`src/rtl/key_scan.sv`:
```
// key_scan: 4x4 active-low keypad scanner with per-frame debouncing.
// Drives one row low per slot, samples synchronised columns on the last
// cycle of each slot, and debounces whole-frame results in a small FSM.
module key_scan #(
    parameter int unsigned SCAN_DIV        = 4096,
    parameter int unsigned DEBOUNCE_FRAMES = 3
) (
    input  logic       clk,
    input  logic       sysclr_n,
    input  logic [3:0] KEY_COL_n,
    output logic [3:0] KEY_ROW_n,
    output logic [3:0] key_code,
    output logic       key_valid,
    output logic       key_held
);

    localparam int unsigned SLOT_W = $clog2(SCAN_DIV);
    localparam int unsigned CNT_W  = $clog2(DEBOUNCE_FRAMES + 1);
    localparam logic [SLOT_W-1:0] SLOT_LAST = SLOT_W'(SCAN_DIV - 1);
    localparam logic [CNT_W-1:0]  CNT_LAST  = CNT_W'(DEBOUNCE_FRAMES - 1);

    typedef enum logic [1:0] {
        ST_IDLE,
        ST_DEBOUNCE,
        ST_PRESSED,
        ST_RELEASE
    } state_t;

    logic [3:0]        col_meta;
    logic [3:0]        col_sync;
    logic [SLOT_W-1:0] slot_cnt;
    logic [1:0]        row_idx;
    logic              slot_end;
    logic              frame_end;

    logic [2:0]        row_count;
    logic [1:0]        row_col;
    logic [2:0]        sum_count;
    logic [1:0]        frame_n;
    logic [3:0]        frame_code;
    logic [1:0]        acc_n;
    logic [3:0]        acc_code;

    state_t            state, state_nx;
    logic [CNT_W-1:0]  cnt, cnt_nx;
    logic [3:0]        cand, cand_nx;
    logic [3:0]        code_nx;
    logic              valid_nx;
    logic              held_nx;

    // Two-flop synchroniser for the asynchronous column lines
    always_ff @(posedge clk or negedge sysclr_n) begin
        if (!sysclr_n) begin
            col_meta <= '1;
            col_sync <= '1;
        end else begin
            col_meta <= KEY_COL_n;
            col_sync <= col_meta;
        end
    end

    assign slot_end  = (slot_cnt == SLOT_LAST);
    assign frame_end = slot_end && (row_idx == 2'd3);

    // Slot timer and one-hot-low row rotation
    always_ff @(posedge clk or negedge sysclr_n) begin
        if (!sysclr_n) begin
            slot_cnt  <= '0;
            row_idx   <= '0;
            KEY_ROW_n <= 4'b1110;
        end else if (slot_end) begin
            slot_cnt  <= '0;
            row_idx   <= row_idx + 2'd1;
            KEY_ROW_n <= {KEY_ROW_n[2:0], KEY_ROW_n[3]};
        end else begin
            slot_cnt  <= slot_cnt + SLOT_W'(1);
        end
    end

    // Active keys in the current row; the highest column wins as "last found"
    always_comb begin
        row_count = '0;
        row_col   = '0;
        for (int unsigned c = 0; c < 4; c++) begin
            if (!col_sync[c]) begin
                row_count = row_count + 3'd1;
                row_col   = 2'(c);
            end
        end
    end

    // Frame result including the row being sampled this cycle
    always_comb begin
        sum_count  = {1'b0, acc_n} + row_count;
        frame_n    = (sum_count >= 3'd2) ? 2'd2 : sum_count[1:0];
        frame_code = (row_count != 3'd0) ? {row_idx, row_col} : acc_code;
    end

    // Per-frame accumulation, cleared once the frame result is consumed
    always_ff @(posedge clk or negedge sysclr_n) begin
        if (!sysclr_n) begin
            acc_n    <= '0;
            acc_code <= '0;
        end else if (frame_end) begin
            acc_n    <= '0;
            acc_code <= '0;
        end else if (slot_end) begin
            acc_n    <= frame_n;
            acc_code <= frame_code;
        end
    end

    // Debounce FSM: next state and registered-output values, evaluated at frame-end
    always_comb begin
        state_nx = state;
        cnt_nx   = cnt;
        cand_nx  = cand;
        code_nx  = key_code;
        valid_nx = 1'b0;
        held_nx  = key_held;
        if (frame_end) begin
            unique case (state)
                ST_IDLE: begin
                    if (frame_n == 2'd1) begin
                        state_nx = ST_DEBOUNCE;
                        cand_nx  = frame_code;
                        cnt_nx   = CNT_W'(1);
                    end
                end
                ST_DEBOUNCE: begin
                    if (frame_n == 2'd1 && frame_code == cand) begin
                        if (cnt == CNT_LAST) begin
                            state_nx = ST_PRESSED;
                            cnt_nx   = '0;
                            code_nx  = cand;
                            valid_nx = 1'b1;
                            held_nx  = 1'b1;
                        end else begin
                            cnt_nx = cnt + CNT_W'(1);
                        end
                    end else begin
                        state_nx = ST_IDLE;
                        cnt_nx   = '0;
                    end
                end
                ST_PRESSED: begin
                    if (frame_n == 2'd0) begin
                        state_nx = ST_RELEASE;
                        cnt_nx   = CNT_W'(1);
                    end
                end
                ST_RELEASE: begin
                    if (frame_n == 2'd0) begin
                        if (cnt == CNT_LAST) begin
                            state_nx = ST_IDLE;
                            cnt_nx   = '0;
                            held_nx  = 1'b0;
                        end else begin
                            cnt_nx = cnt + CNT_W'(1);
                        end
                    end else begin
                        state_nx = ST_PRESSED;
                        cnt_nx   = '0;
                    end
                end
                default: begin
                    state_nx = ST_IDLE;
                    cnt_nx   = '0;
                end
            endcase
        end
    end

    // FSM state and output registers
    always_ff @(posedge clk or negedge sysclr_n) begin
        if (!sysclr_n) begin
            state     <= ST_IDLE;
            cnt       <= '0;
            cand      <= '0;
            key_code  <= '0;
            key_valid <= 1'b0;
            key_held  <= 1'b0;
        end else begin
            state     <= state_nx;
            cnt       <= cnt_nx;
            cand      <= cand_nx;
            key_code  <= code_nx;
            key_valid <= valid_nx;
            key_held  <= held_nx;
        end
    end

endmodule

```
`config.mk`:
```
export PLATFORM = sky130hd
export DESIGN_NAME = key_scan
export DESIGN_NICKNAME = d
export VERILOG_FILES = /design/src/rtl/key_scan.sv
export SDC_FILE = /design/constraint.sdc
export NUM_CORES = 1
export LEC_CHECK = 0
export CAP_MARGIN = 25
export CORE_MARGIN = 2
export CORE_UTILIZATION = 61
export CTS_BUF_LIST = sky130_fd_sc_hd__clkbuf_4
export CTS_CLUSTER_DIAMETER = 60
export DETAILED_ROUTE_END_ITERATION = 8
export PLACE_DENSITY = 0.84
export SLEW_MARGIN = 30
export SYNTH_ARGS = -nofsm -noshare
export SYNTH_HDL_FRONTEND = slang
export SYNTH_SLANG_ARGS = --single-unit
```
`constraint.sdc`:
```
create_clock -name clk -period 4.5 [get_ports clk]
set_input_delay 0.45 -clock clk [delete_from_list [all_inputs] [get_ports clk]]
set_output_delay 0.45 -clock clk [all_outputs]
set_load 0.05 [all_outputs]
```
==> impl_metrics.json, run 1 <==
{
  "ir_worst_vdd_uv": 223.7,
  "ys_ff_latch": 46,
  "arrival_ns": 4.26,
  "dpl.hpwl_microns": 2777,
  "fin_tns_setup_ns": 0,
  "clock_latency_ns": 0.36,
  "drcViolationCount": 0,
  "grt_overflow": 0,
  "finalSetupViolations": 0,
  "dpl.cell_count": 272,
  "cts_hold_buf": 0,
  "wl_met2_microns": 1827,
  "wl_met3_microns": 140,
  "avgSynthCellArea_sq_um": 10.67,
  "p_sw_mw": 0.1739,
  "required_ns": 4.77,
  "combPwrFrac_pct": 10.4,
  "final_common_cell": "nand2_1",
  "syn_area_sq_um": 2315,
  "ys_warn_count": 0,
  "wl_per_cell_microns": 13.95,
  "seqPwrFrac_pct": 61.6,
  "drive_above_1_share_pct": 13.79,
  "outcome": "finished clean",
  "synthDominantCellAreaShare_pct": 37.84,
  "maxCapViolations": 0,
  "vias_per_cell": 5.596,
  "postCtsSetupBuffers": 0,
  "final_cell_mix": "nand2_1, dfrtp_1, xnor2_1, clkdlybuf4s50_1, nor2_1",
  "root_buffer": "clkbuf_4",
  "cts_num_sinks": 46,
  "hold_viol_final": 0,
  "synth_edf_count": 0,
  "yosysTopAreaCell": "dfrtp_1",
  "grt_pass1_vias": 1562,
  "hold_class": "in -> async",
  "yosysSeqAreaShare_pct": 50.32,
  "end_kind": "flip-flop",
  "power_density_nw_per_um2": 271.9,
  "tritoncts": "yes",
  "antenna_found_initial": 0,
  "syn-num-nets": 230,
  "slew_headroom_pct": 59.02,
  "wl_met1_microns": 1866,
  "post_cts_resized": 0,
  "rsz0062_at_grt": "false",
  "p_leak_nw": 1.166,
  "drtIter0Drc": 135,
  "synth_cell_type_count": 48,
  "synth-main-ff-cell": "dfrtp_1",
  "core-area_sq_um": 3661,
  "dieArea_sq_um": 4303,
  "fin_crit_sh_pct": 88.75,
  "layout_min_cycle_time_ns": 3.994,
  "grt_max_degree": 47,
  "crit_fanout": 4,
  "antenna-diode-count": 0,
  "max_freq_ghz": 0.2504,
  "grt_pass1_wl_microns": 7003,
  "die_h_microns": 65.60,
  "grt_usage_pct": 21.61,
  "start_kind": "flip-flop",
  "pin_count": 16,
  "p_int_mw": 0.5159,
  "postRouteAntennaNets": 0,
  "die_w_microns": 65.60,
  "firstDrtPassIters": 4,
  "clockBufferDepth": 2,
  "highest_layer": "met4",
  "wirelength_microns": 3905,
  "port_buffers": 15,
  "slew_violations": 0,
  "worstMarginPinSlew_ns": 0.6147,
  "clk_pin_slew_ns": 0.13,
  "synth.area.top_cells": "dfrtp_1, dfstp_2, nand2_1",
  "power.total_mw": 0.6898,
  "cts_buffers": 5,
  "critPathKind": "reg -> reg",
  "fp-row-count": 22,
  "nNetsFinal": 244,
  "power_frac_clock_pct": 28.0,
  "fin_skew_ns": 0.008602,
  "syn_to_final_growth_pct": 9.621,
  "finalNonFillerCells": 280,
  "syn_inst": 217,
  "gp_congestion": 0.8820,
  "async_flop_share_pct": 100.0,
  "switching_share_pct": 25.21,
  "initial_core_util_pct": 63.23,
  "vias": 1567,
  "h-tree-depth": 2
}
[cell families after synthesis]
kind of cell / share of synthesized area (%)
and+or+nand+nor: 18.92
DFF: 50.32
AOI/OAI and AO/OA: 9.622
xor gates and xnor gates: 9.351
buffers and inverters: 2.486
muxes: 5.189
adders and majority gates: 4.108
[flip-flops by register name, summed over array words and instances (netlist names), 4 cells and up]
name       flops
KEY_ROW_n      4
acc_code       4
col_sync       4
slot_cnt      12
col_meta       4
cand           4
key_code       4
[cells in the mapped netlist, drive strengths merged (2+ instances only)]
master  instances
a21boi          3
a31oi           2
nor2           12
ha              6
nand4           3
clkbuf          6
mux2            9
xnor2          15
nand3          11
dfstp          11
buf             2
xor2            5
o31ai           3
a22oi           2
and2            2
and3            8
nor3            2
nor2b           3
dfrtp          35
nand2          38
nand3b          2
o21ai          11
inv             5
[through the flow]
step / hold WS, ns / worst slack, ns / cell area [sq um] / util, %
after floorplan: 0.1544 / 0.8600 / 2315 / -
after global placement: 0.3460 / 0.6812 / 2481 / 67.77
after detailed placement: 0.3490 / 0.5288 / 2484 / 67.84
after CTS: 0.07013 / 0.4928 / 2537 / 69.31
after global routing: 0.09768 / 0.3200 / 2537 / 69.31
final: 0.06243 / 0.5062 / 2537 / 69.31
[worst max-delay path, cell delays in order (launching register included)]
cell     delay, ns
dfstp_2       0.56
inv_1         0.04
ha_1          0.38
xnor2_4       0.17
ha_1          0.29
nor2b_1       0.15
a21o_1        0.19
fa_1          0.39
xnor3_1       0.42
nor2_1        0.23
nand3_1       0.18
nor3_1        0.49
mux2_2        0.39
[path summary, 6_finish.rpt]
| kind | slack [ns] | depth (start not counted) | startpoint | to |
|---|---|---|---|---|
| max reg2reg | 0.51 | 12 | col_sync[0] | cand[1] |
| min | 0.06 | 1 | sysclr_n | cnt[1] |
| max in group asynchronous | 4.06 | 1 | sysclr_n | col_sync[3] |
| min in group clk | 0.37 | 0 | col_meta[2] | col_sync[2] |
| max | 0.51 | 12 | col_sync[0] | cand[1] |
| min reg2reg | 0.37 | 0 | col_meta[2] | col_sync[2] |
[power groups by stage]
stage	registers (mW)	logic (mW)	clock network (mW)
global placement	0.432	0.0692	0
CTS	0.425	0.0721	0.202
global route	0.426	0.0791	0.217
detailed placement	0.432	0.0717	0
finish	0.425	0.0719	0.193
floorplan	0.429	0.0529	0
[layout make-up]
type | count | area [sq um]
clock buffers | 6 | 45.04
fillers | 266 | 1124
inverters | 5 | 18.77
well taps | 48 | 60.06
multi-input cells | 158 | 1092
clock inverters | 2 | 8.758
flip-flops and latches | 46 | 1165
repair buffers | 15 | 147.6
[layer usage]
metal,vias to the layer above,GRT usage [%]
li1,781,-
met1,747,27.00
met2,31,36.61
met3,8,5.137
met4,0,7.813
met5,-,0
Power figures use the tool's default switching activity.
==> run 2: changes to the inputs <==
--- a/config.mk
+++ b/config.mk
@@ -7,11 +7,11 @@
 export LEC_CHECK = 0
 export CAP_MARGIN = 25
 export CORE_MARGIN = 2
-export CORE_UTILIZATION = 61
+export CORE_UTILIZATION = 55
 export CTS_BUF_LIST = sky130_fd_sc_hd__clkbuf_4
 export CTS_CLUSTER_DIAMETER = 60
 export DETAILED_ROUTE_END_ITERATION = 8
-export PLACE_DENSITY = 0.84
+export PLACE_DENSITY = 0.77
 export SLEW_MARGIN = 30
 export SYNTH_ARGS = -nofsm -noshare
 export SYNTH_HDL_FRONTEND = slang
==> run 2 against run 1 <==
  * Sequential power about the same
  * Sequential cell count is the same
  * Largest power group unchanged
  * Count of clock-buffer cells in the layout unchanged
  * Clock power increased by 32%
  * Sequential share of layout area decreased by 0.56 points
  * Core utilization fell by 5.6 points
  * Combinational power shrank 0.7%
  * Via count increased by 1.1%
  * Worst hold slack lost 0.0050 ns
  * Cell area up 1.2%
  * Register-to-register slack improved by 0.04 ns
==> impl_metrics.json, run 2 (synthesis gave the netlist of run 1 again) <==
{
  "outcome": "finished clean",
  "vias": 1585,
  "arrival_ns": 4.21,
  "hold_class": "in -> async",
  "finalSetupViolations": 0,
  "antenna_found_initial": 0,
  "firstDrtPassIters": 4,
  "fin_ws_ns": 0.5491,
  "pin_count": 16,
  "critPathMaxStageDelay_ns": 0.55,
  "final_common_cell": "nand2_1",
  "r2r_slack_ns": 0.55,
  "cts_num_sinks": 46,
  "antenna-diode-count": 0,
  "start_kind": "flip-flop",
  "fin_tns_setup_ns": 0,
  "post_cts_resized": 0,
  "fp-row-count": 23,
  "initial_core_util_pct": 57.45,
  "grt_pass1_wl_microns": 6865,
  "maxCapViolations": 0,
  "finalNonFillerCells": 282,
  "max_freq_ghz": 0.2531,
  "crit_fanout": 4,
  "postRouteAntennaNets": 0,
  "slew_headroom_pct": 54.27,
  "postCtsSetupBuffers": 0,
  "grt_max_degree": 47,
  "crit_slowest_cell": "dfstp_2",
  "port_buffers": 15,
  "drtIter0Drc": 82,
  "reg2reg_from": "col_sync[0]",
  "h-tree-depth": 2,
  "dpl.cell_count": 274,
  "ff2ff_path_depth": 12,
  "grt_overflow": 0,
  "wl_per_cell_microns": 14.36,
  "largest_register_ffs": 12,
  "clockBufferDepth": 2,
  "power.total_mw": 0.7509,
  "ir_worst_vdd_uv": 168.7,
  "clock_latency_ns": 0.36,
  "crit_chain": "inv_1 -> ha_1 -> xnor2_4 -> ha_1 -> nor2b_1 -> a21o_1 -> fa_1 -> xnor3_1 -> nor2_1 -> nand3_1 -> nor3_1 -> mux2_2",
  "vias_per_cell": 5.621,
  "drive_above_1_share_pct": 14.22,
  "critPathTopFamily": "simple AND/OR/NAND/NOR gates",
  "die_w_microns": 68.88,
  "syn_to_final_growth_pct": 10.97,
  "cts_hold_buf": 0,
  "fillCellCount": 340,
  "core-area_sq_um": 4029,
  "root_buffer": "clkbuf_4",
  "layout_min_cycle_time_ns": 3.951,
  "rsz0062_at_grt": "false",
  "critPathBufInv": 1,
  "required_ns": 4.76,
  "worstMarginPinSlew_ns": 0.6859,
  "fin_crit_sh_pct": 87.80,
  "gp_congestion": 0.7808,
  "die_h_microns": 68.88,
  "end_kind": "flip-flop",
  "grt_pass1_vias": 1500,
  "drcViolationCount": 0,
  "dpl.hpwl_microns": 2858,
  "clk_pin_slew_ns": 0.13,
  "crit_path_frequent_cell": "ha_1",
  "nNetsFinal": 244,
  "wirelength_microns": 4050,
  "dieArea_sq_um": 4744,
  "power_density_nw_per_um2": 292.3,
  "critPathKind": "reg -> reg",
  "fin_skew_ns": 0.008459,
  "cts_buffers": 5,
  "dp_slack_ns": 0.5352,
  "final_cell_mix": "nand2_1, dfrtp_1, xnor2_1, clkdlybuf4s50_1, nor2_1",
  "hold_viol_final": 0,
  "regMostFlops": "slot_cnt",
  "p_leak_nw": 1.174,
  "rr_endpoint": "cand[3]",
  "slew_violations": 0,
  "tritoncts": "yes",
  "grt_usage_pct": 20.10
}
run 2: metal layers:
metal | global-route usage [%] | part of all wire (%)
met1 | 27.80 | 47
met5 | 0 | 0
met3 | 4.870 | 4.3
met2 | 30.53 | 47
met4 | 8.088 | 1.4
run 2: stage by stage:
stage                     hold slack (ns)  instance area (sq um)  util, %
after global placement             0.3456                   2484    61.65
after floorplan                    0.1544                   2315        -
after global routing              0.07071                   2569    63.76
after detailed placement           0.3479                   2486    61.71
after CTS                         0.06429                   2569    63.76
final                             0.05747                   2569    63.76
run 2: worst max path at each step:
stage                      from      end  slack [ns]  depth (start not counted)
finish              col_sync[0]  cand[3]        0.55                         12
global route        col_sync[0]  cand[1]        0.28                         12
CTS                 col_sync[0]  cand[1]        0.52                         12
detailed placement  col_sync[0]  cand[3]        0.54                         12
global placement    col_sync[0]  cand[1]        0.68                         12
floorplan           col_sync[0]  cand[0]        0.86                         12
run 2: layout make-up:
type,count,area [sq um],share of cell area [%]
repair buffers,15,147.6,5.748
inverters,5,18.77,0.7306
clock inverters,2,37.54,1.461
well taps,50,62.56,2.435
multi-input cells,158,1092,42.52
clock buffers,6,45.04,1.754
flip-flops and latches,46,1165,45.35
run 2: power breakdown:
group          total, mW  switching [mW]  internal [mW]
registers          0.425         0.00451          0.420
logic             0.0714          0.0407         0.0307
clock network      0.255           0.132          0.123
total              0.751           0.177          0.574
